<file path="src/rtl/gf_mult_serial.sv">
// gf_mult_serial
//   Bit-serial multiplier over GF(2^M). One operand pair is accepted, then
//   the product a*b mod P(x) is built MSB-first, one multiplier bit per
//   cycle, and presented until the consumer takes it.
//
// Parameters
//   M     field width in bits (2..16)
//   POLY  low M bits of the reduction polynomial; the x^M term is implicit
//         (4'h3 = x^4+x+1, 8'h1B = AES field at M=8)
//
// Ports
//   clk        rising-edge clock
//   rst        asynchronous, active-high reset
//   in_valid   operand pair presented
//   in_ready   block can accept an operand pair (IDLE only)
//   in_a       multiplicand
//   in_b       multiplier
//   out_valid  product available (DONE only)
//   out_ready  downstream accepts the product
//   out_data   product, registered; meaningful only while out_valid=1
//   busy       high in RUN or DONE
//
// Handshakes: a transfer happens on a rising edge where valid and ready are
// both high. A producer holding valid keeps its data stable until that
// edge. ready never depends combinationally on valid; in_ready is a
// function of state only, so there is no path from out_ready to in_ready.
module gf_mult_serial #(
  parameter int           M    = 4,
  parameter logic [M-1:0] POLY = M'(4'h3)
) (
  input  logic         clk,
  input  logic         rst,
  input  logic         in_valid,
  output logic         in_ready,
  input  logic [M-1:0] in_a,
  input  logic [M-1:0] in_b,
  output logic         out_valid,
  input  logic         out_ready,
  output logic [M-1:0] out_data,
  output logic         busy
);

  localparam int CW = $clog2(M);

  typedef enum logic [1:0] {
    IDLE = 2'd0,
    RUN  = 2'd1,
    DONE = 2'd2
  } state_t;

  state_t        state;
  state_t        state_next;
  logic [M-1:0]  a_r;
  logic [M-1:0]  b_r;
  logic [M-1:0]  acc;
  logic [CW-1:0] cnt;
  logic [M-1:0]  step_val;

  // Multiply by x, reducing the bit shifted out of position M-1.
  function automatic logic [M-1:0] xt(input logic [M-1:0] x);
    return {x[M-2:0], 1'b0} ^ (x[M-1] ? POLY : '0);
  endfunction

  // Horner step: acc*x plus the current multiplier bit times a.
  assign step_val = xt(acc) ^ (b_r[cnt] ? a_r : '0);

  // State register.
  always_ff @(posedge clk or posedge rst) begin
    if (rst) begin
      state <= IDLE;
    end else begin
      state <= state_next;
    end
  end

  // Next-state logic.
  always_comb begin
    state_next = state;
    case (state)
      IDLE:    if (in_valid)    state_next = RUN;
      RUN:     if (cnt == '0)   state_next = DONE;
      DONE:    if (out_ready)   state_next = IDLE;
      default:                  state_next = IDLE;
    endcase
  end

  // Datapath. acc is held through DONE so out_data stays stable while the
  // consumer stalls.
  always_ff @(posedge clk or posedge rst) begin
    if (rst) begin
      a_r <= '0;
      b_r <= '0;
      acc <= '0;
      cnt <= '0;
    end else begin
      case (state)
        IDLE: begin
          if (in_valid) begin
            a_r <= in_a;
            b_r <= in_b;
            acc <= '0;
            cnt <= CW'(M - 1);
          end
        end
        RUN: begin
          acc <= step_val;
          if (cnt != '0) begin
            cnt <= cnt - CW'(1);
          end
        end
        default: begin
        end
      endcase
    end
  end

  assign in_ready  = (state == IDLE);
  assign out_valid = (state == DONE);
  assign busy      = (state != IDLE);
  assign out_data  = acc;

endmodule

</file>
<file path="config.mk">
export PLATFORM = sky130hd
export DESIGN_NAME = gf_mult_serial
export DESIGN_NICKNAME = d
export VERILOG_FILES = /design/src/rtl/gf_mult_serial.sv
export SDC_FILE = /design/constraint.sdc
export NUM_CORES = 1
export LEC_CHECK = 0
export BUFFER_PORTS_ARGS = -buffer_cell sky130_fd_sc_hd__buf_2
export CAP_MARGIN = 20
export CORE_MARGIN = 1.5
export CORE_UTILIZATION = 48
export CTS_BUF_LIST = sky130_fd_sc_hd__clkbuf_8
export DETAILED_ROUTE_END_ITERATION = 10
export PLACE_DENSITY_LB_ADDON = 0.1
export SETUP_SLACK_MARGIN = 0.02
export SLEW_MARGIN = 20
export SYNTH_ARGS = -nofsm -noshare
export SYNTH_HDL_FRONTEND = slang
export SYNTH_SLANG_ARGS = --single-unit
</file>
<file path="constraint.sdc">
create_clock -name clk -period 1.38 [get_ports clk]
set_input_delay 0.207 -clock clk [delete_from_list [all_inputs] [get_ports clk]]
set_output_delay 0.207 -clock clk [all_outputs]
set_load 0.02 [all_outputs]
</file>
# --- Word-level counts from Yosys, hierarchy flattened ---
# Index checks and enable logic that the tools add are counted.
word_totals:
  ff_bits: 16
  output_inout_bits: 7
  word_cells: 37
classes:
  n_addsub: 1
  order_cmp: 1
  n_eq_ne: 6
  n_mux: 13
  bitwise_logic: 2
  n_reduce_logical: 9
ops:
  columns: ["op", "n"]
  rows:
  - ["$mux W2", 6]
  - ["$mux W4", 2]
  - ["$pmux W4 S2", 1]
  - ["$ne A2 B2 Y1 const B", 3]
  - ["$pmux W2 S3", 1]
  - ["$reduce_and A3 Y1", 2]
  - ["$reduce_bool A2 Y1", 3]
  - ["$logic_not A2 Y1", 2]
  - ["$pmux W2 S2", 1]
  - ["$reduce_and A2 Y1", 2]
  - ["$xor A4 B2 Y4", 1]
  - ["$xor A4 B4 Y4", 1]
  - ["$lt A2 B3 Y1 const B", 1]
  - ["$bmux W1 S2", 1]
  - ["$eq A2 B1 Y1 const B", 1]
  - ["$eq A2 B2 Y1 const B", 1]
  - ["$ne A2 B1 Y1 const B", 1]
  - ["$sub A2 B1 Y2 const B", 1]
  - ["$mux W1", 1]

# --- Logic depth before layout (Yosys ltp) ---
depth:
  word_depth: 5
  mapped_depth: 5

# --- Worst setup path after synthesis ---
# Ideal clock, no wire load.
synth_timing:
  path_type: "flip-flop to flip-flop"
  from: "register cnt[0]"
  to: "register acc[1] (netlist: out_data[1])"
  arrival_ns: 1.361
  slack_ns: -0.103
  path_stages_with_launch: 4
  synth_period_minus_slack_ns: 1.483
  path_cell_list: "dfrtp_1 mux4_2 a21o_1 a32o_1"
synth_via:
  elab_chain_cells: 5
synth_rtl:
  columns: ["element", "line_no", "rtl"]
  rows:
  - ["from (decl)", "56", "logic [CW-1:0] cnt;"]
  - ["from (signal assigned)", "102", "cnt <= CW'(M - 1);"]
  - ["from (signal assigned)", "108", "cnt <= cnt - CW'(1);"]
  - ["$bmux W1 S2", "65", "assign step_val = xt(acc) ^ (b_r[cnt] ? a_r : '0);"]
  - ["$mux W1 (not written as such)", "65", null]
  - ["$mux W4", "65", null]
  - ["$xor A4 B4 Y4", "65", null]
  - ["$pmux W4 S2", "96", "case (state)"]
  - ["to (signal assigned)", "106", "acc <= step_val;"]
  - ["to (decl)", "55", "logic [M-1:0] acc;"]
# Every way passes these cells. The select of a mux whose other input is x is not followed.
# A chain may end at the register's enable or synchronous reset.

# --- Worst setup path after layout ---
# Ends and elaborated chain as after synthesis.

==> metrics.yaml <==
sta:
  post-route-period-util_pct: 106
  finalClockSkew_ns: 0.000616
  tns_ns: -0.255
  hold_violations: 0
  worst_pin_slew_ns: 0.340
  rsz0062_at_grt: "yes"
  max_freq_mhz: 683
  max_slew_margin_pct: 77.3
  final-max-slew-violation-count: 0
  finalCriticalPeriod_ns: 1.46
  finalSetupViolations: 5
  timing.final.ws_setup_ns: -0.0844
global_route:
  grt_max_degree: 17
  antenna_found_initial: 0
  first_global_vias: 575
  grt_pass1_wl_um: 2510
  grt_use_total_pct: 18.7
  grt_overflow: 0
floorplanning:
  coreArea_sq_um: 1490
  start_util_pct: 50.6
  die-area_sq_um: 1820
  io_pins: 19
  fp.dieW_um: 42.6
  rows: 14
  fp.dieH_um: 42.6
critical_path:
  arrival_ns: 1.60
  path_buf_inv: 0
  rr_startpoint: "cnt[0]"
  cp_data_required_time_ns: 1.52
  r2r_cells: 3
  critical_path_class: "reg -> reg"
  start_kind: "flip-flop"
  ff2ff_setup_slack_ns: -0.08
  endpoint_kind: "flip-flop"
  cp_top_family: "multiplexers"
  crit_slowest_cell: "mux4_2"
  crit_chain: "mux4_2 -> a21o_1 -> a32o_1"
  slowest_delay_ns: 0.58
  crit_fanout: 6
  rr_endpoint: "out_data[1]"
logic_synthesis:
  synth_nets: 76
  synth_top_area_cell: "dfrtp_1"
  ys_types: 23
  netlist_area_sq_um: 753
  synth-edff-count: 0
  async_flop_share_pct: 100
  synth_seq_cells: 16
  synth_top_cell_area_share_pct: 53.2
  yosysMostFrequentCell: "dfrtp_1"
  synth.area.top_cells: "dfrtp_1 (53%), mux2_2 (12%), nand4b_1 (3.5%)"
  yosys_warnings: 0
  dominantRegCellSynth: "dfrtp_1"
  avgSynthCellArea_sq_um: 12.0
  netlist_instances: 63
  ys_top_cells_by_count: "dfrtp_1 (16), mux2_2 (8), nand2_1 (6)"
  yosysSeqAreaShare_pct: 53.2
clock_tree:
  cts_made_buffers: 3
  clkTransAtPathRegs_ns: 0.06
  tritoncts: "built"
  clock-root-buffer: "clkbuf_8"
  cts_sinks: 16
  clk_latency_ns: 0.25
  clockBufferDepth: 2
  htreeDepth: 1
hold_path:
  hp-start: "in_b[2]"
  min_to: "b_r[2]"
  hold_path.class: "in -> reg"
  hold_depth: 2
cells_and_area:
  final_cell_count_no_fill: 111
  nNetsFinal: 109
  insertedDiodeCount: 0
  regArea_sq_um: 402
  fillers: 106
  area_growth_syn_to_layout_pct: 41.2
  multi_input_area_sq_um: 359
  drive_gt1_share_pct: 54.7
detailed_routing:
  drtIter0Drc: 5
  drc: 0
  via_count: 577
  wl_per_cell_um: 12.9
  wl_um: 1440
  ant_nets: 0
  drt_first_pass_iters: 3
  post_drt_via_cell_ratio: 5.20
power_and_ir_drop:
  p_leak_nw: 0.518
  totalPowerFinal_mw: 2.79
  vdd_drop_max_v: 0.00132
  p_per_area_nw_per_um2: 2620
job:
  drv_cap: 0
outcome:
  outcome: "finished with violations"
  violations: "negative setup slack"
place:
  place_congestion: 0.778
  io_buffers: 18
  preCtsSetupSlack_ns: -0.147
  dpl.hpwl_um: 1010
  place_inst: 100
worst register-to-register path, stage by stage (launching register included):
cell and delay (ns):
dfrtp_1 0.39, mux4_2 0.58, a21o_1 0.18, a32o_1 0.20
metal layers:
layer	global-route usage (%)	part of all wire, %	up-vias
met5	0	0	-
met4	7.50	0	0
met3	5.17	4.2	0
met2	28.3	49	15
met1	25.5	47	272
li1	-	-	290
worst max path at each step:
stage,start,to,slack [ns],cells past startpoint
floorplan,cnt[0],out_data[1],-0.08,3
CTS,cnt[0],out_data[1],-0.13,3
global route,cnt[0],out_data[1],-0.15,3
detailed placement,cnt[0],out_data[1],-0.15,3
finish,cnt[0],out_data[1],-0.08,3
global placement,cnt[0],out_data[1],-0.11,3
final cells by class:
class                           count  share of cell area [%]
Clock buffer                        4                    5.18
Inverter                            5                    1.76
Multi-Input combinational cell     40                    33.8
Tap cell                           16                    1.88
Timing Repair Buffer               30                    19.6
Sequential cell                    16                    37.8
placed cells by master, fill, tap and decap left out, types with 2 or more instances in the layout:
cell	count
buf_2	15
and2_4	2
dfrtp_1	15
nand4b_1	3
buf_6	5
nand2_1	6
or2_4	2
clkbuf_8	4
inv_1	4
buf_4	9
o211ai_1	3
mux2_2	6
mux2_4	2
nor2b_1	2
sequential cells by signal, indices dropped and copies added (netlist names):
| register | cells |
|---|---|
| b_r | 4 |
| a_r | 4 |
| state | 2 |
| out_data | 4 |
| cnt | 2 |
repair_timing:
action / in CTS / in global routing
buffers inserted: 3 / 2
pin swaps: 3 / 4
endpoints found under the setup margin: 6 / 16
hold buffers: 1 / 0
endpoints found under the hold margin: 16 / 0
gates resized for setup: 7 / 15
gates cloned: 0 / 1
cell families after synthesis:
kind of cell / Yosys count / share of synthesized area (%)
buffers and inverters: 7 / 3.65
adder cells (fa/ha/maj): 1 / 1.66
AO/OA/AOI/OAI: 9 / 9.30
AND/OR/NAND/NOR: 20 / 16.1
flip-flops: 16 / 53.2
XOR/XNOR: 1 / 1.16
multiplexers: 9 / 15.0
through the flow:
step,util [%],hold slack [ns],area (sq um)
global route,71.4,0.181,1060
global placement,59.9,0.224,892
detailed placement,59.9,0.228,892
CTS,66.8,0.181,995
floorplan,-,0.121,753
finish,71.4,0.187,1060
where the power goes:
group	internal, mW	leakage, nW	total, mW	switching [mW]
Combinational	0.878	0.298	1.48	0.601
Clock	0.253	0.0288	0.413	0.160
Sequential	0.704	0.191	0.895	0.191
Total	1.83	0.518	2.79	0.953
(Power assumes the default switching activity.)
